## src/rtl/pipe_hazard_ctrl.sv

```systemverilog
// pipe_hazard_ctrl: stall/flush/bubble sequencer for the 5-stage pipeline.
// Define PERF_CNT_EN to get saturating stall and flush event counters.
module pipe_hazard_ctrl #(
    parameter int MEM_TIMEOUT  = 15,
    parameter int FLUSH_CYCLES = 1
) (
    input  logic        CLK,
    input  logic        RST,
    input  logic        RUN,
    input  logic [4:0]  ID_rs1,
    input  logic [4:0]  ID_rs2,
    input  logic        ID_uses_rs1,
    input  logic        ID_uses_rs2,
    input  logic [4:0]  EX_rd,
    input  logic        EX_DmemREB,
    input  logic        EX_PCsel,
    input  logic        MEM_req,
    input  logic        MEM_ready,
    output logic        CNTEN,
    output logic        IFID_EN,
    output logic        IFID_FLUSH,
    output logic        IDEX_EN,
    output logic        IDEX_BUBBLE,
    output logic        EXMEM_EN,
    output logic        MEMWB_EN,
    output logic [2:0]  STATE,
    output logic        MEM_ERR,
    output logic [31:0] STALL_CNT,
    output logic [31:0] FLUSH_CNT
);

    typedef enum logic [2:0] {
        sIdle    = 3'd0,
        sRun     = 3'd1,
        sMemWait = 3'd2,
        sFlush   = 3'd3,
        sHalt    = 3'd4
    } state_t;

    localparam logic [7:0] TIMEOUT     = 8'(MEM_TIMEOUT);
    localparam logic [1:0] FLUSH_EXTRA = 2'(FLUSH_CYCLES - 1);
    localparam bit         MULTI_FLUSH = (FLUSH_CYCLES > 1);

    state_t     state;
    state_t     nextState;
    state_t     advNext;
    logic [7:0] waitCnt;
    logic [7:0] nextWait;
    logic [1:0] flushRem;
    logic [1:0] nextFlushRem;
    logic [1:0] advFlushRem;
    logic       memErr;
    logic       nextErr;
    logic       loadUse;
    logic       memStall;
    logic       advCnt;
    logic       advIfidEn;
    logic       advFlush;
    logic       advBubble;

    assign loadUse = ~EX_DmemREB & (EX_rd != 5'd0)
                   & ((ID_uses_rs1 & (ID_rs1 == EX_rd))
                   |  (ID_uses_rs2 & (ID_rs2 == EX_rd)));
    assign memStall = MEM_req & ~MEM_ready;

    assign STATE   = state;
    assign MEM_ERR = memErr;

    // Decode of a cycle in which the pipe advances: squash beats load-use stall
    always_comb begin
        advCnt      = 1'b1;
        advIfidEn   = 1'b1;
        advFlush    = 1'b0;
        advBubble   = 1'b0;
        advFlushRem = flushRem;
        advNext     = sIdle;
        if (EX_PCsel) begin
            advFlush  = 1'b1;
            advBubble = 1'b1;
            if (MULTI_FLUSH) advFlushRem = FLUSH_EXTRA;
        end else if (loadUse) begin
            advCnt    = 1'b0;
            advIfidEn = 1'b0;
            advBubble = 1'b1;
        end
        if (advFlushRem != 2'd0) advNext = sFlush;
        else if (RUN)            advNext = sRun;
        else                     advNext = sIdle;
    end

    // Next-state and pipeline control decode
    always_comb begin
        CNTEN        = 1'b0;
        IFID_EN      = 1'b0;
        IFID_FLUSH   = 1'b0;
        IDEX_EN      = 1'b0;
        IDEX_BUBBLE  = 1'b0;
        EXMEM_EN     = 1'b0;
        MEMWB_EN     = 1'b0;
        nextState    = state;
        nextWait     = waitCnt;
        nextFlushRem = flushRem;
        nextErr      = memErr;
        unique case (state)
            sIdle: begin
                if (RUN) nextState = sRun;
            end
            sRun: begin
                if (memStall) begin
                    nextState = sMemWait;
                    nextWait  = 8'd1;
                end else begin
                    CNTEN        = advCnt;
                    IFID_EN      = advIfidEn;
                    IFID_FLUSH   = advFlush;
                    IDEX_EN      = 1'b1;
                    IDEX_BUBBLE  = advBubble;
                    EXMEM_EN     = 1'b1;
                    MEMWB_EN     = 1'b1;
                    nextState    = advNext;
                    nextFlushRem = advFlushRem;
                end
            end
            sMemWait: begin
                if (MEM_ready) begin
                    CNTEN        = advCnt;
                    IFID_EN      = advIfidEn;
                    IFID_FLUSH   = advFlush;
                    IDEX_EN      = 1'b1;
                    IDEX_BUBBLE  = advBubble;
                    EXMEM_EN     = 1'b1;
                    MEMWB_EN     = 1'b1;
                    nextState    = advNext;
                    nextFlushRem = advFlushRem;
                    nextWait     = 8'd0;
                end else if (waitCnt >= TIMEOUT) begin
                    nextState = sHalt;
                    nextErr   = 1'b1;
                end else begin
                    nextWait = waitCnt + 8'd1;
                end
            end
            sFlush: begin
                if (memStall) begin
                    nextState = sMemWait;
                    nextWait  = 8'd1;
                end else begin
                    CNTEN        = 1'b1;
                    IFID_EN      = 1'b1;
                    IFID_FLUSH   = 1'b1;
                    IDEX_EN      = 1'b1;
                    IDEX_BUBBLE  = 1'b1;
                    EXMEM_EN     = 1'b1;
                    MEMWB_EN     = 1'b1;
                    nextFlushRem = flushRem - 2'd1;
                    if (flushRem <= 2'd1) nextState = sRun;
                end
            end
            sHalt: begin
                nextState = sHalt;
            end
            default: begin
                nextState = sIdle;
            end
        endcase
    end

    // State, wait counter, pending flush count and sticky error
    always_ff @(posedge CLK) begin
        if (RST) begin
            state    <= sIdle;
            waitCnt  <= 8'd0;
            flushRem <= 2'd0;
            memErr   <= 1'b0;
        end else begin
            state    <= nextState;
            waitCnt  <= nextWait;
            flushRem <= nextFlushRem;
            memErr   <= nextErr;
        end
    end

`ifdef PERF_CNT_EN
    logic        stallCycle;
    logic        pcAccept;
    logic [31:0] stallCnt;
    logic [31:0] flushCnt;

    assign stallCycle = ~CNTEN & ((state == sRun) | (state == sMemWait)
                      | (state == sFlush));
    assign pcAccept   = EX_PCsel & (((state == sRun) & ~memStall)
                      | ((state == sMemWait) & MEM_ready));

    // Saturating stall-cycle and accepted-redirect counters
    always_ff @(posedge CLK) begin
        if (RST) begin
            stallCnt <= 32'd0;
            flushCnt <= 32'd0;
        end else begin
            if (stallCycle && stallCnt != 32'hFFFF_FFFF)
                stallCnt <= stallCnt + 32'd1;
            if (pcAccept && flushCnt != 32'hFFFF_FFFF)
                flushCnt <= flushCnt + 32'd1;
        end
    end

    assign STALL_CNT = stallCnt;
    assign FLUSH_CNT = flushCnt;
`else
    assign STALL_CNT = 32'd0;
    assign FLUSH_CNT = 32'd0;
`endif

endmodule

```

## config.mk

```make
export PLATFORM = sky130hd
export DESIGN_NAME = pipe_hazard_ctrl
export DESIGN_NICKNAME = d
export VERILOG_FILES = /design/src/rtl/pipe_hazard_ctrl.sv
export SDC_FILE = /design/constraint.sdc
export NUM_CORES = 1
export LEC_CHECK = 0
export CAP_MARGIN = 30
export CORE_MARGIN = 4
export CORE_UTILIZATION = 30
export CTS_CLUSTER_SIZE = 14
export DETAILED_ROUTE_END_ITERATION = 10
export PLACE_DENSITY = 0.69
export SLEW_MARGIN = 20
export SYNTH_ARGS = -nofsm -noshare
export SYNTH_HDL_FRONTEND = slang
export SYNTH_SLANG_ARGS = --single-unit
```

## constraint.sdc

```tcl
create_clock -name CLK -period 2.42 [get_ports CLK]
set_clock_uncertainty 0.15 [all_clocks]
set_input_delay 0.484 -clock CLK [delete_from_list [all_inputs] [get_ports CLK]]
set_output_delay 0.484 -clock CLK [all_outputs]
set_load 0.02 [all_outputs]
```

==> results of run 1 <==
[registers in the layout, indices dropped and copies added, names as in the netlist]
name and cells:
waitCnt 8, STATE 3, advFlushRem 2, MEM_ERR 1
[cells by family after synthesis]
kind of cell,share of synthesized area
buf+inv,0.377
simple gates,0.191
compound gates,0.153
flops,0.187
xor+xnor,0.0643
fa+ha+maj,0.0250
other cells,0.00250
[metrics by stage]
stage	instances	hold slack (ns)	setup slack, ns	utilization	instance area (um2)
floorplan	249	0.301	0.114	-	1740
global placement	290	0.308	-0.591	0.359	1720
detailed placement	290	0.320	-0.626	0.359	1720
CTS	293	0.335	0.0650	0.370	1770
global route	293	0.350	0.0271	0.373	1780
finish	293	0.331	0.0882	0.373	1780
[worst min-delay path by stage]
| stage | startpoint | end | slack (ns) | cells past startpoint |
|---|---|---|---|---|
| after floorplan | waitCnt[7] | waitCnt[7] | 0.30 | 1 |
| after global placement | MEM_ERR | MEM_ERR | 0.31 | 2 |
| after detailed placement | waitCnt[7] | waitCnt[7] | 0.32 | 1 |
| after CTS | waitCnt[7] | waitCnt[7] | 0.33 | 1 |
| after global routing | waitCnt[6] | waitCnt[6] | 0.35 | 1 |
| final | MEM_ERR | MEM_ERR | 0.33 | 2 |
[layout by cell type (no fill, tap or decap), types with 3 or more instances in the layout]
master	netlist	routed
buf_4	67	15
clkdlybuf4s15_2	0	3
nand4_1	3	3
xnor2_1	11	11
dlymetal6s2s_1	0	4
dlygate4sd2_1	0	7
clkbuf_8	0	3
a21oi_1	8	7
inv_1	6	6
nor2_1	11	11
and2_1	3	3
ha_1	3	3
dfxtp_1	14	14
clkdlybuf4s50_1	0	16
nand2_1	5	5
conb_1	1	64
nor3_1	4	4
nand2b_1	3	3
[critical path, stage by stage]
cell           delay [ns]
dlygate4sd2_1        0.28
nor2b_4              0.16
and3b_2              0.26
a21oi_4              0.14
inv_2                0.05
a31o_1               0.17
buf_4                0.15
[layer usage]
metal | GRT usage | vias to the layer above | wire [um]
met5 | 0 | - | 0
met4 | 0.0210 | 0 | 21
met3 | 0.0264 | 2 | 273
met2 | 0.162 | 45 | 1590
met1 | 0.107 | 501 | 1200
li1 | - | 581 | -
[power breakdown]
part           internal, mW  total, mW  leakage [nW]  switching [mW]
logic                 0.100      0.279         0.670           0.178
registers             0.235      0.241         0.113         0.00593
clock network         0.110      0.190        0.0216          0.0797
total                 0.445      0.709         0.805           0.264
[repair_timing]
item	in CTS	in global routing
pin swaps	2	7
hold endpoints to repair	0	0
gates resized for setup	42	4
buffers inserted	1	0
setup endpoints to repair	7	2
hold buffers	0	0
[cell type report]
class	instances	share of cell area
inverter	7	0.0147
multi-input combinational	156	0.521
clock buffer	3	0.0232
tap	67	0.0470
sequential	14	0.157
timing repair buffer	46	0.237
==> flow_summary.toml, run 1 <==
[global_route]
grt_pass1_wl_mm = 4.61
grt.total_usage = 0.0911
grt_antenna_before_repair = 0
grt_pass1_vias = 976
gr-total-overflow = 0
grt_max_degree = 12

[setup_path]
r2r_cells = 5
crit_arrival_ns = 1.70
worstSetupPathType = "in -> out"
critPathMaxFanout = 4
r2r_slack_ns = 0.72
reg2reg_to = "waitCnt[7]"
end_kind = "output pin"
cp_data_required_time_ns = 1.79
worstSetupStartpointType = "primary input"
crit_end = "IDEX_BUBBLE"
r2r_start = "STATE[0]"
startpoint = "MEM_ready"

[floorplanning]
initial_core_util = 0.313
core_area_um2 = 4790
die_w_um = 78.7
dieArea_um2 = 6190
die_y_um = 78.7
rows = 25
io_pins = 99

[cts]
cts.sinks = 14
cts-root-buf = "clkbuf_8"
cts_tree = "done"
cts_buffer_depth = 2
numCtsBuffers = 3
clk_latency_ns = 0.25
htreeDepth = 1
cts.clk_slew.worst_paths_ns = 0.06

[timing]
hold_violations = 0
min_period_over_period = 0.964
max_clock_freq_mhz = 429
rsz0062_at_grt = "no"
setup_viol = 0
layout_min_cycle_time_ns = 2.33
drv_slew = 0
tns_ns = 0

[finish]
diodes = 0
nets = 255
area_growth_pct = 18.9
seq_area_um2 = 280
multi_input_area_um2 = 928
layout-drive-gt1-share = 0.159
fillers = 512

[hold_path]
min_path_type = "reg -> reg"

[yosys]
synth.most_common_cell = "buf_4"
synthFlopType = "dfxtp_1"
async_reset_ff_frac = 0
synth_area_um2 = 1500
avgSynthCellArea_um2 = 8.06
yosysTopAreaCell = "buf_4"
ys_seq_elements = 14
yosysWarnings = 0
synth_edf_count = 0
synth_area_leaders = "buf_4 34%, dfxtp_1 19%, xnor2_1 6.4%"
synth_commonest_cells = "67 x buf_4, 14 x dfxtp_1, 11 x nor2_1, 11 x xnor2_1, 8 x a21oi_1"
ys_seq_area_frac = 0.187
synth.top_cell.area_share = 0.336
yosysUniqueCellTypes = 49
postSynthCellCount = 186

[power]
leakagePower_nw = 0.805
p_per_area_nw_per_um2 = 398
ir_drop_uv = 235
finalPower_mw = 0.709

[routing]
wl_per_cell_um = 10.5
route.final.wire_length_mm = 3.09
drc = 0
viasPerCell = 3.85
firstDrtPassIters = 3
via_count = 1129
antenna_left = 0
drtIter0Drc = 16

[run_status]
status = "finished, final reports clean"

[run]
maxCapViolCount = 0

[placed_design]
dp_hpwl_mm = 2.60
gp_congestion = 0.773
port_buffers = 34
(Power assumes the default switching activity.)
==> inputs of run 2 (changes only) <==
--- a/config.mk
+++ b/config.mk
@@ -7,10 +7,10 @@
 export LEC_CHECK = 0
 export CAP_MARGIN = 30
 export CORE_MARGIN = 4
-export CORE_UTILIZATION = 30
+export CORE_UTILIZATION = 36
 export CTS_CLUSTER_SIZE = 14
 export DETAILED_ROUTE_END_ITERATION = 10
-export PLACE_DENSITY = 0.69
+export PLACE_DENSITY = 0.81
 export SLEW_MARGIN = 20
 export SYNTH_ARGS = -nofsm -noshare
 export SYNTH_HDL_FRONTEND = slang
==> flow_summary.toml, run 2 (synthesized netlist as in run 1, its figures left out) <==
[floorplanning]
die_w_um = 72.5
core_area_um2 = 4000
rows = 23
initial_core_util = 0.375
dieArea_um2 = 5260
die_y_um = 72.5
io_pins = 99

[routing]
met2_length_mm = 1.76
wl_per_cell_um = 12.1
firstDrtPassIters = 4
drtIter0Drc = 37
via_count = 1226
route.final.wire_length_mm = 3.34
viasPerCell = 4.46
top_layer_used = "met4"
wl_met1_mm = 1.16
wl_met3_um = 300
antenna_left = 0
drc = 0

[finish]
final_cell_mix = "64 x conb_1, 17 x clkdlybuf4s50_1, 14 x dfxtp_1, 12 x buf_4"
final_common_cell = "conb_1"
nets = 253
diodes = 0
final_cells = 275
finalInstanceArea_um2 = 1780
largest_reg_flops = 8
layout-drive-gt1-share = 0.156
regMostFlops = "waitCnt"
fillers = 402
area_growth_pct = 18.8
fin_util = 0.445

[placed_design]
port_buffers = 34
gp_congestion = 0.794
dp_hpwl_mm = 2.67
place_area_um2 = 1670
placed_cells = 270

[cts]
cts.sinks = 14
cts_tree = "done"
clk_latency_ns = 0.25
cts.clk_slew.worst_paths_ns = 0.06
postCtsHoldBufs = 0
numCtsBuffers = 3
htreeDepth = 1
cts-root-buf = "clkbuf_8"
cts_buffer_depth = 2

[power]
leakagePower_nw = 0.817
seqPwrFrac = 0.320
ir_drop_uv = 205
p_int_mw = 0.482
finalPower_mw = 0.758
switching_power_mw = 0.276
combinationalPowerShare = 0.376
p_per_area_nw_per_um2 = 426
switching_share = 0.364
power_frac_clock = 0.304

[timing]
layout_min_cycle_time_ns = 2.36
tns_ns = 0
max_clock_freq_mhz = 423
min_period_over_period = 0.976
setup_viol = 0
tightest_slew_ns = 0.553
rsz0062_at_grt = "no"
drv_slew = 0
slew_headroom = 0.622
hold_violations = 0

[setup_path]
critPathMaxFanout = 2
end_kind = "output pin"
crit_arrival_ns = 1.73
cp_data_required_time_ns = 1.79
worstSetupStartpointType = "primary input"
worstSetupPathType = "in -> out"

[global_route]
grt.total_usage = 0.119
grt_max_degree = 14
grt_pass1_vias = 1152
grt_pass1_wl_mm = 5.03
gr-total-overflow = 0
grt_antenna_before_repair = 0

[run_status]
status = "finished, final reports clean"

[hold_path]
min_path_type = "reg -> reg"

[run]
maxCapViolCount = 0
run 2: critical path, cell delays in order:
cell and delay (ns):
clkdlybuf4s50_1 0.47, xnor2_1 0.13, nand4_1 0.13, o22ai_2 0.22
a31oi_2 0.12, buf_4 0.17
run 2: timing repair:
item	CTS	global route
pin swaps	1	7
setup endpoints to repair	7	3
resized for setup	38	9
buffers inserted	1	0
run 2: per-stage QoR:
stage | hold slack, ns | setup WS (ns)
floorplan | 0.301 | 0.114
global placement | 0.303 | -0.528
detailed placement | 0.329 | -0.590
CTS | 0.345 | 0.00803
global route | 0.354 | 0.00296
finish | 0.343 | 0.0577
run 2: final cells by class:
| class | count | area [um2] | share of cell area |
|---|---|---|---|
| inverters | 7 | 26.3 | 0.0148 |
| flip-flops and latches | 14 | 280 | 0.157 |
| multi-input cells | 156 | 936 | 0.526 |
| clock buffers | 4 | 55.1 | 0.0309 |
| repair buffers | 44 | 420 | 0.236 |
| well taps | 50 | 62.6 | 0.0351 |
run 2: routing by layer:
layer / global-route usage / vias up
met4: 0.0676 / 0
met3: 0.0208 / 13
li1: - / 577
met5: 0 / -
met1: 0.126 / 558
met2: 0.220 / 78
run 2: power groups by stage:
stage | clock network, mW | logic [mW] | registers [mW]
after global placement | 0 | 0.274 | 0.246
after floorplan | 0 | 0.269 | 0.246
after detailed placement | 0 | 0.278 | 0.246
after global routing | 0.243 | 0.307 | 0.243
final | 0.230 | 0.285 | 0.242
after CTS | 0.235 | 0.280 | 0.242
run 2: path summary, 6_finish.rpt:
check / startpoint / endpoint / slack, ns / depth (start not counted)
max reg2reg: STATE[0] / waitCnt[2] / 0.59 / 5
min reg2reg: waitCnt[7] / waitCnt[7] / 0.34 / 1
min: waitCnt[7] / waitCnt[7] / 0.34 / 1
max: ID_rs1[2] / CNTEN / 0.06 / 6
